### src/rtl/core_pkg.sv
// Shared types and constants for the core's memory request path.
package core_pkg;

   localparam int ICACHE_ID_BIT           = 6;
   localparam int ACCESS_ID_W             = ICACHE_ID_BIT + 1;
   localparam int ADDR_W                  = 32;
   localparam int DATA_W                  = 32;
   localparam int MEM_REQ_PER_CORE        = 2;
   localparam int DEFAULT_MAX_OUTSTANDING = 64;
   localparam int DEFAULT_STARVE_LIMIT    = 8;

   // access_id: bit ICACHE_ID_BIT marks an icache transaction, low bits are the requester tag
   typedef struct packed {
      logic                   vld;
      logic                   we;
      logic [ACCESS_ID_W-1:0] access_id;
      logic [ADDR_W-1:0]      addr;
      logic [DATA_W-1:0]      data;
   } request_t;

   typedef enum logic {
      SLOT_EMPTY = 1'b0,
      SLOT_FULL  = 1'b1
   } slot_state_t;

   function automatic logic is_icache_id(input logic [ACCESS_ID_W-1:0] id);
      return id[ICACHE_ID_BIT];
   endfunction

endpackage

### src/rtl/mem_rsp_router.sv
// Registered response demux (icache vs LSU) with sticky underflow detection.
module mem_rsp_router
   import core_pkg::*;
(
   input  logic     clk_i,
   input  logic     reset_i,
   input  request_t mem_rsp_i,
   input  logic     cnt_zero_i,
   output request_t icache_rsp_o,
   output request_t lsu_rsp_o,
   output logic     underflow_o
);

   request_t icache_rsp_q;
   request_t lsu_rsp_q;
   logic     underflow_q;

   // Route each response one cycle later; the unused side and idle cycles read as zero
   always_ff @(posedge clk_i or posedge reset_i) begin
      if (reset_i) begin
         icache_rsp_q <= '0;
         lsu_rsp_q    <= '0;
         underflow_q  <= 1'b0;
      end else begin
         icache_rsp_q <= '0;
         lsu_rsp_q    <= '0;
         if (mem_rsp_i.vld) begin
            if (is_icache_id(mem_rsp_i.access_id)) begin
               icache_rsp_q <= mem_rsp_i;
            end else begin
               lsu_rsp_q <= mem_rsp_i;
            end
            if (cnt_zero_i) begin
               underflow_q <= 1'b1;
            end
         end
      end
   end

   assign icache_rsp_o = icache_rsp_q;
   assign lsu_rsp_o    = lsu_rsp_q;
   assign underflow_o  = underflow_q;

endmodule

### src/rtl/core_mem_port_scheduler.sv
// Shares the single memory request port between icache and LSU: weighted
// arbitration, a one-entry output slot, outstanding tracking and response routing.
module core_mem_port_scheduler
   import core_pkg::*;
#(
   parameter  int STARVE_LIMIT    = DEFAULT_STARVE_LIMIT,
   parameter  int MAX_OUTSTANDING = DEFAULT_MAX_OUTSTANDING,
   localparam int CNT_W           = $clog2(MAX_OUTSTANDING + 1)
) (
   input  logic             clk,
   input  logic             reset,
   input  request_t         icache_mem_req,
   output logic             icache_req_grant,
   input  request_t         lsu_mem_req,
   output logic             lsu_req_grant,
   output request_t         mem_req,
   input  logic             mem_req_grant,
   input  request_t         mem_rsp,
   output request_t         icache_mem_rsp,
   output request_t         lsu_mem_rsp,
   output logic [CNT_W-1:0] outstanding_cnt,
   output logic             rsp_underflow
);

   localparam int               STV_W   = $clog2(STARVE_LIMIT + 1);
   localparam logic [CNT_W-1:0] CNT_MAX = CNT_W'(MAX_OUTSTANDING);
   localparam logic [STV_W-1:0] STV_MAX = STV_W'(STARVE_LIMIT);

   slot_state_t      state_q;
   request_t         mem_req_q;
   logic [STV_W-1:0] starve_q, starve_d;
   logic [CNT_W-1:0] cnt_q, cnt_d;
   logic             lsu_win, icache_win, accept, can_load;

   // Winner selection and load qualification; grants are forced low while in reset
   always_comb begin
      lsu_win    = lsu_mem_req.vld && (!icache_mem_req.vld || (starve_q == STV_MAX));
      icache_win = icache_mem_req.vld && !lsu_win;
      accept     = (state_q == SLOT_FULL) && mem_req_grant;
      can_load   = ((state_q == SLOT_EMPTY) || accept) && (cnt_q < CNT_MAX) && !reset;
   end

   assign icache_req_grant = icache_win && can_load;
   assign lsu_req_grant    = lsu_win && can_load;

   // Slot FSM: hold the request until the fabric takes it, reload without a bubble
   always_ff @(posedge clk or posedge reset) begin
      if (reset) begin
         state_q   <= SLOT_EMPTY;
         mem_req_q <= '0;
      end else begin
         case (state_q)
            SLOT_EMPTY: begin
               if (lsu_req_grant) begin
                  state_q   <= SLOT_FULL;
                  mem_req_q <= lsu_mem_req;
               end else if (icache_req_grant) begin
                  state_q   <= SLOT_FULL;
                  mem_req_q <= icache_mem_req;
               end
            end
            SLOT_FULL: begin
               if (mem_req_grant) begin
                  if (lsu_req_grant) begin
                     mem_req_q <= lsu_mem_req;
                  end else if (icache_req_grant) begin
                     mem_req_q <= icache_mem_req;
                  end else begin
                     state_q   <= SLOT_EMPTY;
                     mem_req_q <= '0;
                  end
               end
            end
            default: begin
               state_q   <= SLOT_EMPTY;
               mem_req_q <= '0;
            end
         endcase
      end
   end

   // Next-state for the starve and outstanding counters
   always_comb begin
      starve_d = starve_q;
      if (!lsu_mem_req.vld || lsu_req_grant) begin
         starve_d = '0;
      end else if (icache_req_grant && (starve_q != STV_MAX)) begin
         starve_d = starve_q + STV_W'(1);
      end

      cnt_d = cnt_q;
      if (accept && !mem_rsp.vld) begin
         if (cnt_q != '1) begin
            cnt_d = cnt_q + CNT_W'(1);
         end
      end else if (!accept && mem_rsp.vld) begin
         if (cnt_q != '0) begin
            cnt_d = cnt_q - CNT_W'(1);
         end
      end
   end

   // Counter registers
   always_ff @(posedge clk or posedge reset) begin
      if (reset) begin
         starve_q <= '0;
         cnt_q    <= '0;
      end else begin
         starve_q <= starve_d;
         cnt_q    <= cnt_d;
      end
   end

   mem_rsp_router u_rsp_router (
      .clk_i        (clk),
      .reset_i      (reset),
      .mem_rsp_i    (mem_rsp),
      .cnt_zero_i   (cnt_q == '0),
      .icache_rsp_o (icache_mem_rsp),
      .lsu_rsp_o    (lsu_mem_rsp),
      .underflow_o  (rsp_underflow)
   );

   assign mem_req         = mem_req_q;
   assign outstanding_cnt = cnt_q;

endmodule

### config.mk
export PLATFORM = sky130hd
export DESIGN_NAME = core_mem_port_scheduler
export DESIGN_NICKNAME = d
export VERILOG_FILES = /design/src/rtl/core_pkg.sv /design/src/rtl/mem_rsp_router.sv /design/src/rtl/core_mem_port_scheduler.sv
export SDC_FILE = /design/constraint.sdc
export NUM_CORES = 1
export LEC_CHECK = 0
export BUFFER_PORTS_ARGS = -buffer_cell sky130_fd_sc_hd__buf_4
export CAP_MARGIN = 20
export CELL_PAD_IN_SITES_DETAIL_PLACEMENT = 1
export CELL_PAD_IN_SITES_GLOBAL_PLACEMENT = 1
export CORE_AREA = 2 2 177 179
export CTS_CLUSTER_DIAMETER = 30
export DETAILED_ROUTE_END_ITERATION = 16
export DIE_AREA = 0 0 179 181
export GPL_TIMING_DRIVEN = 0
export PLACE_DENSITY = 0.73
export SYNTH_ARGS = -nofsm -noshare
export SYNTH_HDL_FRONTEND = slang
export SYNTH_SLANG_ARGS = --single-unit
export TNS_END_PERCENT = 100
### constraint.sdc
create_clock -name clk -period 18.7 [get_ports clk]
set_input_delay 2.805 -clock clk [delete_from_list [all_inputs] [get_ports clk]]
set_output_delay 2.805 -clock clk [all_outputs]
set_load 0.01 [all_outputs]
## Yosys cells after proc, flatten, opt, wreduce, memory -nomap -nowiden

Index checks and enable logic that the tools add are counted.

- Eq/ne operators: 6
- $add $sub $neg: 3
- Multiplexer cells: 20
- Bitwise logic cells: 1
- Reductions and logical operators: 27
- $lt $le $gt $ge: 1

Operators with widths:

| operator | count |
|---|---|
| $mux 73 | 9 |
| $pmux 73 s2 | 1 |
| $mux 7 | 4 |
| $logic_and 1x1->1 | 10 |
| $mux 4 | 2 |
| $add 7x1->7 const B | 1 |
| $logic_not 7->1 | 1 |
| $lt 7x7->1 const B | 1 |
| $ne 7x7->1 const B | 1 |
| $reduce_bool 7->1 | 1 |
| $sub 7x1->7 const B | 1 |
| $logic_not 1->1 | 6 |
| $reduce_bool 2->1 | 3 |
| $add 4x1->4 const B | 1 |
| $eq 4x4->1 const B | 1 |
| $ne 4x4->1 const B | 1 |
| $reduce_and 2->1 | 2 |
| $logic_or 1x1->1 | 3 |
| $mux 1 | 3 |
| $ne 3x3->1 const B | 1 |
| $reduce_and 3->1 | 1 |
| $ne 2x1->1 const B | 1 |
| $ne 2x2->1 const B | 1 |
| $pmux 1 s2 | 1 |
| $not 1->1 | 1 |

- Output and inout port bits: 229
- Input port bits: 222
- Bits in registers: 232
- Word-level logic and storage cells: 77

## Depth between registers and ports, before layout

Gate-level depths: netlist (run 1).

- Depth in word-level cells: 10
- Depth in mapped cells: 10
- Mapped depth without buffers: 9

## Modules after synthesis

A second synthesis (run 1) with hierarchy kept.

- Cells, all modules: 660
- Area, all modules: 9132.5 sq um

Modules (own cells, without submodules):

| module | sequential area each (sq um) | cells each | area each (sq um) | instances |
|---|---|---|---|---|
| mem_rsp_router | 3628.5 | 325 | 4933.5 | 1 |
| core_mem_port_scheduler | 2127.0 | 335 | 4199.0 | 1 |

## Worst setup path before layout (run 1)

Ideal clock, no wire load.

- Path type: input -> output
- Start: in lsu_mem_req[72] (netlist name)
- End: out lsu_req_grant
- Arrival: 3533 ps
- Buffers on the path: 1
- Path slack: 12362 ps
- Data required time: 15895 ps
- Cell stages on the path: 4
- Cells stage by stage: a21boi_2 nand2_2 buf_2 inv_1

- Cells in the longest elaborated chain, start to end: 2

RTL lines:

| what | RTL line | RTL |
|---|---|---|
| start, declared | core_mem_port_scheduler.sv:14 | `input request_t lsu_mem_req,` |
| $logic_and 1x1->1 | core_mem_port_scheduler.sv:37 | `lsu_win = lsu_mem_req.vld && (!icache_mem_req.vld \|\| (starve_q == STV_MAX));` |
| $logic_and 1x1->1 | core_mem_port_scheduler.sv:44 | `assign lsu_req_grant = lsu_win && can_load;` |
| end, declared | core_mem_port_scheduler.sv:15 | `output logic lsu_req_grant,` |

Every way passes these cells.

## Final worst setup path (run 1)

- Start: in reset
- End: out lsu_req_grant

- Cells in the longest elaborated chain, start to end: 3

RTL lines:

| what | RTL line | RTL |
|---|---|---|
| start, declared | core_mem_port_scheduler.sv:11 | `input logic reset,` |
| $logic_not 1->1 (no source line) | - |  |
| $logic_and 1x1->1 | core_mem_port_scheduler.sv:40 | `can_load = ((state_q == SLOT_EMPTY) \|\| accept) && (cnt_q < CNT_MAX) && !reset;` |
| $logic_and 1x1->1 | core_mem_port_scheduler.sv:44 |  |

Every way passes these cells.

==> results of run 1 <==
[placed cells by master (no fill, tap or decap), drive strengths merged, types with 3 or more instances in the layout]
master / Yosys / layout
buf: 24 / 473
dfrtp: 230 / 230
clkbuf: 23 / 89
and2: 75 / 75
mux2i: 72 / 72
o2bb2ai: 72 / 72
and3: 71 / 71
clkinv: 0 / 20
inv: 10 / 11
ha: 9 / 9
nor2: 8 / 8
a21oi: 7 / 7
nand2: 7 / 7
xnor2: 6 / 6
o21ai: 6 / 6
mux2: 4 / 4
bufinv: 0 / 4
nor2b: 4 / 4
clkinvlp: 0 / 3
a21boi: 3 / 3
[final cells by class]
class | instances | area, µm²
diodes | 1 | 2.50
well taps | 396 | 495
inverters | 10 | 45.0
plain buffers | 47 | 211
multi-input cells | 365 | 2830
fillers | 3246 | 15900
repair buffers | 449 | 3410
clock inverters | 28 | 297
clock buffers | 66 | 1400
flip-flops and latches | 230 | 5760
[state kept, by name, indices dropped and copies added, names as in the netlist]
signal	cells
state_q	1
starve_q	4
u_rsp_router.lsu_rsp_o	72
u_rsp_router.icache_rsp_o	72
u_rsp_router.underflow_o	1
mem_req	73
outstanding_cnt	7
[through the flow]
step	worst slack, ns	area, µm²	hold slack [ns]
after floorplan	9.59	8840	0.503
after global placement	6.87	12700	0.469
after detailed placement	11.84	12800	0.463
after CTS	11.84	14500	0.473
after global routing	11.78	14500	0.501
final	11.87	14500	0.470
[worst min path at each step]
stage	from	endpoint	slack [ns]	cells after the start
6_report	u_rsp_router.underflow_o	u_rsp_router.underflow_o	0.47	2
5_1_grt	mem_req[66]	mem_req[66]	0.50	1
4_1_cts	u_rsp_router.underflow_o	u_rsp_router.underflow_o	0.47	2
3_5_place_dp	u_rsp_router.underflow_o	u_rsp_router.underflow_o	0.46	2
3_3_place_gp	u_rsp_router.underflow_o	u_rsp_router.underflow_o	0.47	2
2_1_floorplan	u_rsp_router.underflow_o	u_rsp_router.underflow_o	0.50	2
[cell families (layout without fill, tap and decap cells)]
kind of cell | Yosys count | count (layout) | synth area share (%)
other | 1 | 2 | 0.0424
flip-flops | 230 | 230 | 65.1
adder cells (fa/ha/maj) | 10 | 10 | 1.50
AND/OR/NAND/NOR | 177 | 177 | 12.3
buffers and inverters | 57 | 600 | 2.82
XOR/XNOR | 7 | 7 | 0.694
AO/OA/AOI/OAI | 94 | 94 | 8.71
multiplexers | 76 | 76 | 8.83
[per-layer routing]
| layer | wire (µm) | up-vias |
|---|---|---|
| li1 | - | 3301 |
| met1 | 11900 | 3617 |
| met2 | 17800 | 338 |
| met3 | 4200 | 55 |
| met4 | 842 | 0 |
| met5 | 0 | - |
[tightest hold or removal path: stages, from the launching register on]
cell	delay, ns
dfrtp_1	0.33
inv_1	0.04
o31ai_1	0.06
[power by group through the flow]
stage                     combinational, mW  clock (mW)  sequential (mW)
after floorplan                       0.193           0            0.700
after global placement                0.506           0            0.664
final                                 0.510       0.867            0.661
after CTS                             0.523       0.884            0.662
after global routing                  0.552       0.911            0.674
after detailed placement              0.519           0            0.667
==> flow_summary.toml, run 1 <==
[setup_path]
critPathSlowestCell = "nor3_2"
crit_cells = 6
crit_path_end = "lsu_req_grant"
crit_arrival_ns = 4.02
endpoint_kind = "output pin"
cpMostUsedCell = "buf_4"
reg2reg_to = "outstanding_cnt[5]"
worst-path-max-fanout = 10
crit_type = "input port to output pin"
crit_path_start_kind = "input port"
cp_num_buf_inv = 4
cp_cell_sequence = "buf_4, nor3_2, nand2_2, buf_2, inv_1, buf_4"
critical_path_required_ns = 15.89
crit_start = "reset"
crit_family = "buffers and inverters"
regToRegSetupSlack_ns = 16.25
crit-reg2reg-launch = "state_q"
cp_slowest_stage_delay_ns = 0.30
reg2regPathDepth = 9

[cells_and_area]
drive_above_1_share_pct = 47.6
utilization_pct = 47.6
areaGrowthSynthToFinish_pct = 63.5
instances_no_fill = 1592
num-nets-final = 1386

[yosys]
ys.flop_type = "dfrtp_1"
netlist_area_um2 = 8840
synth_commonest_cells = "dfrtp_1, and2_1, mux2i_1, o2bb2ai_1, and3_1"
synth-edff-count = 0
yosysTopAreaCell = "dfrtp_1"
ys_seq_area_share_pct = 65.1
syn_nets = 884
synth_most_common_cell = "dfrtp_1"
synthCells = 652
synth.distinct_cells = 39
syn_area_per_cell_um2 = 13.6
synth_area_leaders = "dfrtp_1, mux2i_1, o2bb2ai_1"
synth_top_area_share_pct = 65.1
yosysWarnings = 0
async_flop_share_pct = 100
synth_seq_cells = 230

[pwr]
peakVddDrop_mv = 0.0860
p_per_area_nw_per_um2 = 141
power_mw = 2.04
power.leakage_nw = 7.93
clockPowerShare_pct = 42.6
switching_share_pct = 29.5
p_comb_share_pct = 25.0
power.net_switching_uw = 602
power.internal_mw = 1.44
seqPwrFrac_pct = 32.4

[sta]
finalSetupViolCount = 0
hold_viol = 0
period_share_pct = 36.5
tightest_slew_ns = 0.773
clock_skew_ns = 0.0234
fin_crit_ns = 6.83
rsz0062_at_grt = "no"
max_slew_margin_pct = 48.3
final_max_slew_viol_count = 0
setup-tns-final_ns = 0
fmax_mhz = 147

[routing]
routed_wl_mm = 34.7
vias_per_cell = 4.59
drt_iter0_drc = 295
drcViolationCount = 0
drtAntennaViolNets = 0
vias = 7311
routedWlPerCell_um = 21.8
dr.pass1.iters = 4

[hold_path]
hold_class = "flip-flop to flip-flop"

[clocking]
clockBufferDepth = 3
htree_levels = 2
cts_num_sinks = 230
cts_buffers = 51
clock_tree.root_cell = "clkbuf_16"
clk_latency_ns = 0.54
clk_pin_slew_worst_paths_ns = 0.04
postCtsResizedCells = 0
cts_tree = "built"
post_cts_buffers = 0
cts_hold_buf = 0

[floorplanning]
start_util_pct = 29.1
pin_count = 451
die_area_um2 = 32400
core_area_um2 = 30300
die_y_um = 181
die_w_um = 179
rows = 64

[grt]
grt_pass1_wl_mm = 51.3
antenna_found_initial = 1
top_usage_layer = "met2"
grt_overflow = 0
use_met2_pct = 38.2
grt_max_degree = 82
use_met3_pct = 9.79
grt_pass1_vias = 8470
gr-usage-met1_pct = 21.3
track_usage_pct = 21.1

[placement]
dpl.cell_count = 1497
port_buffers = 447
dpl.hpwl_mm = 26.1
place_congestion = 0.774

[status]
status = "completed"

[run]
cap_violations = 0
No activity file was read; power rests on OpenSTA's default activity.
==> run 2: changes to the inputs <==
==> constraint.sdc (replaced) <==
create_clock -name clk -period 6.4 [get_ports clk]
set_input_delay 0.96 -clock clk [delete_from_list [all_inputs] [get_ports clk]]
set_output_delay 0.96 -clock clk [all_outputs]
set_load 0.01 [all_outputs]
==> run 2 against run 1 <==
Cell area grew 1.0%. Cell count shrank 0.13%. Critical path depth grew 2. Total power grew to 3.0 times the previous value. Largest cell class unchanged. Non-clock buffer count grew 4. Clock skew shrank 0.013 ns.
==> flow_summary.toml, run 2 (same netlist as run 1, synthesis figures left out) <==
[routing]
routedWlPerCell_um = 21.2
drtAntennaViolNets = 0
drt_iter0_drc = 326
vias_per_cell = 4.64
dr.pass1.iters = 6
vias = 7378
routed_wl_mm = 33.7
drcViolationCount = 0

[cells_and_area]
diodes = 0
mostFrequentLayoutCell = "buf_4"
stdcell_area_um2 = 14600
drive_above_1_share_pct = 47.9
largest_reg_flops = 73
areaGrowthSynthToFinish_pct = 65.2
fill_cells = 3205
num-nets-final = 1387
utilization_pct = 48.1
final_cell_mix = "buf_4, dfrtp_1, and2_1"
multi_input_area_um2 = 2830
regArea_um2 = 5760

[grt]
grt_max_degree = 42
grt_pass1_wl_mm = 50.7
antenna_found_initial = 0
track_usage_pct = 20.6
grt_overflow = 0
grt_pass1_vias = 8632

[floorplanning]
die_y_um = 181
die_w_um = 179
pin_count = 451
start_util_pct = 29.1
rows = 64
core_area_um2 = 30300
die_area_um2 = 32400

[pwr]
power.leakage_nw = 7.98
peakVddDrop_mv = 0.210
power_mw = 6.10
p_per_area_nw_per_um2 = 418

[setup_path]
regToRegSetupSlack_ns = 3.89
crit_start = "starve_q[0]"
crit_path_end = "lsu_req_grant"
crit_cells = 8
reg2regPathDepth = 9
worst-path-max-fanout = 10
endpoint_kind = "output pin"
crit_type = "flip-flop to output pin"
crit_path_start_kind = "flip-flop"
cp_cell_sequence = "inv_1, ha_1, nand3b_1, a21boi_2, nand2_2, buf_2, inv_1, buf_4"
critPathSlowestCell = "dfrtp_1"
cp_slowest_stage_delay_ns = 0.42
cp_num_buf_inv = 4
reg2reg_to = "outstanding_cnt[6]"
crit_arrival_ns = 2.41
crit_family = "buffers and inverters"
critical_path_required_ns = 5.44
crit-reg2reg-launch = "state_q"
cpMostUsedCell = "inv_1"

[sta]
fmax_mhz = 296
hold_viol = 0
clock_skew_ns = 0.0105
rsz0062_at_grt = "no"
tightest_slew_ns = 0.750
finalSetupViolCount = 0
period_share_pct = 52.7
max_slew_margin_pct = 49.8
worst_slack_ns = 3.03
final_max_slew_viol_count = 0
fin_crit_ns = 3.37
setup-tns-final_ns = 0

[placement]
dpl.hpwl_mm = 25.3
port_buffers = 447
place_ws_ns = 3.11
place_congestion = 0.770
placed_cell_area_um2 = 12800

[run]
cap_violations = 0

[hold_path]
holdPathStages = 1
hold_class = "flip-flop to flip-flop"

[clocking]
clk_pin_slew_worst_paths_ns = 0.05
clockBufferDepth = 3
cts_buffers = 48
clk_latency_ns = 0.54
cts_num_sinks = 230
htree_levels = 2
clock_tree.root_cell = "clkbuf_16"
post_cts_buffers = 0
postCtsResizedCells = 0
cts_tree = "built"
cts_hold_buf = 0

[status]
status = "completed"
run 2: cell type report:
type | instances | area share [%]
Timing Repair Buffer | 453 | 23.8
Clock inverter | 30 | 3.24
Multi-Input combinational cell | 365 | 19.4
Sequential cell | 230 | 39.4
Tap cell | 396 | 3.39
Inverter | 10 | 0.283
Clock buffer | 59 | 8.99
Buffer | 47 | 1.45
run 2: worst min path at each step:
stage,startpoint,slack (ns),to
floorplan,u_rsp_router.underflow_o,0.50,u_rsp_router.underflow_o
global placement,u_rsp_router.underflow_o,0.46,u_rsp_router.underflow_o
detailed placement,u_rsp_router.underflow_o,0.46,u_rsp_router.underflow_o
CTS,reset,0.49,u_rsp_router.icache_rsp_o[8]
global route,mem_req[39],0.50,mem_req[39]
finish,mem_req[47],0.49,mem_req[47]
run 2: through the flow:
step,hold slack [ns],std cells
floorplan,0.503,652
global placement,0.461,1495
detailed placement,0.459,1501
CTS,0.488,1590
global route,0.502,1590
finish,0.490,1590
run 2: layer usage:
layer / track usage (%) / wire length (µm)
met2: 37.5 / 17300
met1: 21.2 / 11700
met5: 0 / 0
met4: 7.41 / 1090
met3: 8.02 / 3680
run 2: report_power, final:
part	internal, mW	switching, mW	leakage (nW)	total, mW
sequential	1.74	0.201	3.03	1.94
combinational	0.758	0.719	4.09	1.48
clock	1.84	0.850	0.863	2.68
run 2: worst reg2reg max path: cells and delay by family (launching register included):
kind	cells	cell delay, ns
simple gates	2	0.29
fa+ha+maj	2	0.72
buf+inv	1	0.18
compound gates	2	0.47
flops	1	0.36
xor+xnor	2	0.36
==> run 3: changes to the inputs <==
--- a/config.mk
+++ b/config.mk
@@ -5,16 +5,17 @@
 export SDC_FILE = /design/constraint.sdc
 export NUM_CORES = 1
 export LEC_CHECK = 0
+export ABC_AREA = 1
 export BUFFER_PORTS_ARGS = -buffer_cell sky130_fd_sc_hd__buf_4
 export CAP_MARGIN = 20
 export CELL_PAD_IN_SITES_DETAIL_PLACEMENT = 1
 export CELL_PAD_IN_SITES_GLOBAL_PLACEMENT = 1
-export CORE_AREA = 2 2 177 179
+export CORE_AREA = 2 2 176 178
 export CTS_CLUSTER_DIAMETER = 30
 export DETAILED_ROUTE_END_ITERATION = 16
-export DIE_AREA = 0 0 179 181
+export DIE_AREA = 0 0 178 180
 export GPL_TIMING_DRIVEN = 0
-export PLACE_DENSITY = 0.73
+export PLACE_DENSITY = 0.8
 export SYNTH_ARGS = -nofsm -noshare
 export SYNTH_HDL_FRONTEND = slang
 export SYNTH_SLANG_ARGS = --single-unit
==> constraint.sdc (replaced) <==
create_clock -name clk -period 3.21 [get_ports clk]
set_input_delay 0.4815 -clock clk [delete_from_list [all_inputs] [get_ports clk]]
set_output_delay 0.4815 -clock clk [all_outputs]
set_load 0.01 [all_outputs]
==> run 3 against run 2 <==
Clock-buffer cell count is 12 higher. Sequential cell count is the same. Clock power increased by 100%. Critical path depth rose by 2. Critical endpoint is now icache_req_grant. Largest cell class unchanged.
==> flow_summary.toml, run 3 <==
[routing]
drtAntennaViolNets = 0
drcViolationCount = 0
routed_wl_mm = 37.9
dr.pass1.iters = 4
drt_iter0_drc = 318
vias = 8967
routedWlPerCell_um = 18.8
vias_per_cell = 4.46

[sta]
finalSetupViolCount = 0
fmax_mhz = 360
clock_skew_ns = 0.0143
tightest_slew_ns = 0.811
period_share_pct = 86.5
hold_viol = 0
final_max_slew_viol_count = 0
fin_crit_ns = 2.78
worst_slack_ns = 0.433
rsz0062_at_grt = "no"
max_slew_margin_pct = 45.8
setup-tns-final_ns = 0

[grt]
use_met2_pct = 43.4
grt_overflow = 0
grt_pass1_wl_mm = 57.0
use_met3_pct = 9.62
track_usage_pct = 23.3
grt_max_degree = 44
antenna_found_initial = 2
top_usage_layer = "met2"
gr-usage-met1_pct = 22.5
grt_pass1_vias = 10100

[cells_and_area]
regArea_um2 = 5760
fill_cells = 3529
stdcell_area_um2 = 15100
num-nets-final = 1804
mostFrequentLayoutCell = "buf_4"
largest_reg_flops = 73
areaGrowthSynthToFinish_pct = 63.4
instances_no_fill = 2011
drive_above_1_share_pct = 36.3
final_cell_mix = "buf_4, nand2_1, dfrtp_1"
multi_input_area_um2 = 2620

[yosys]
synth.distinct_cells = 25
synth-edff-count = 0
synth_most_common_cell = "nand2_1"
synthCells = 1065
syn_area_per_cell_um2 = 8.66
synth_seq_cells = 230
yosysTopAreaCell = "dfrtp_1"
netlist_area_um2 = 9230
synth_area_leaders = "dfrtp_1, nand2_1, inv_1"
synth_commonest_cells = "nand2_1, dfrtp_1, inv_1, nor2_1, nand3_1"
syn_nets = 1297
yosysWarnings = 0
async_flop_share_pct = 100
ys_seq_area_share_pct = 62.4
synth_top_area_share_pct = 62.4
ys.flop_type = "dfrtp_1"

[floorplanning]
die_area_um2 = 32000
pin_count = 451
rows = 64
start_util_pct = 30.6
core_area_um2 = 30200
die_w_um = 178
die_y_um = 180

[pwr]
p_per_area_nw_per_um2 = 791
peakVddDrop_mv = 0.485
power_mw = 11.9
power.leakage_nw = 8.76

[placement]
placed_cell_area_um2 = 13300
place_ws_ns = 0.317
port_buffers = 449
dpl.cell_count = 1915
place_congestion = 0.807
dpl.hpwl_mm = 26.5

[hold_path]
hold_class = "input port to asynchronous set/reset pin"

[setup_path]
crit_path_start_kind = "flip-flop"
reg2reg_to = "mem_req[38]"
crit_type = "flip-flop to output pin"
crit-reg2reg-launch = "starve_q[0]"
critical_path_required_ns = 2.73
critPathSlowestCell = "dfrtp_1"
endpoint_kind = "output pin"
regToRegSetupSlack_ns = 1.19
crit_family = "buffers and inverters"
reg2regPathDepth = 11
crit_cells = 10
cp_cell_sequence = "inv_1, ha_1, nand3_1, nand2_1, nand2_2, buf_4, buf_4, nand2_1, nor2_1, buf_4"
cp_slowest_stage_delay_ns = 0.35
cp_num_buf_inv = 4
cpMostUsedCell = "buf_4"
crit_arrival_ns = 2.30
worst-path-max-fanout = 10

[clocking]
post_cts_buffers = 0
cts_tree = "built"
clk_latency_ns = 0.55
htree_levels = 2
clockBufferDepth = 3
cts_hold_buf = 0
postCtsResizedCells = 0
cts_num_sinks = 230
clock_tree.root_cell = "clkbuf_16"
cts_buffers = 51
clk_pin_slew_worst_paths_ns = 0.05

[run]
cap_violations = 0

[status]
status = "completed"
==> run 3: cell types whose count changed after synthesis, sizes merged, moves of 9 or more <==
cell / change
nand2: +345
inv: +162
nand3: +79
and2: -75
o2bb2ai: -72
and3: -71
mux2i: -72
clkbuf: -9
nor2: +146
==> run 3: kinds of logic (layout without fill, tap and decap cells) <==
family / count (synthesis) / in the layout / share of synthesized area (%)
flops: 230 / 230 / 62.4
compound gates: 10 / 10 / 0.610
fa+ha+maj: 10 / 10 / 1.44
other cells: 1 / 3 / 0.0406
xor+xnor: 5 / 5 / 0.475
simple gates: 592 / 592 / 25.7
buf+inv: 217 / 765 / 9.36
==> run 3: how the worst max path moves through the flow <==
stage,start,slack [ns],end
detailed placement,reset,0.32,mem_req[45]
CTS,reset,0.37,lsu_req_grant
floorplan,reset,-1.92,lsu_req_grant
global placement,reset,-3.88,lsu_req_grant
finish,starve_q[0],0.43,icache_req_grant
global route,starve_q[0],0.24,icache_req_grant
==> run 3: cell type report <==
cell class	count	share of cell area [%]
inverter	172	4.31
buffer	45	1.69
sequential	230	38.2
tap	396	3.29
clock buffer	71	10.0
clock inverter	23	2.08
timing repair buffer	454	23.0
antenna	2	0.0332
multi-input combinational	618	17.4
==> run 3: layer usage <==
metal,wire length [µm],part of all wire (%),vias to the layer above
li1,-,-,4162
met1,12900,34,4366
met2,19800,52,373
met3,3910,10,66
met4,1230,3.3,0
met5,0,0,-
==> run 3: power breakdown <==
part	internal [mW]	leakage [nW]	switching (mW)
sequential	3.38	3.06	0.345
clock	3.76	0.882	1.69
combinational	1.22	4.82	1.54
total	8.35	8.76	3.58
==> run 3: through the flow <==
stage / hold slack, ns / util (%)
finish: 0.0919 / 50.0
global route: 0.123 / 50.0
CTS: 0.0926 / 49.9
detailed placement: 0.449 / 43.9
global placement: 0.445 / 43.6
floorplan: 0.493 / -
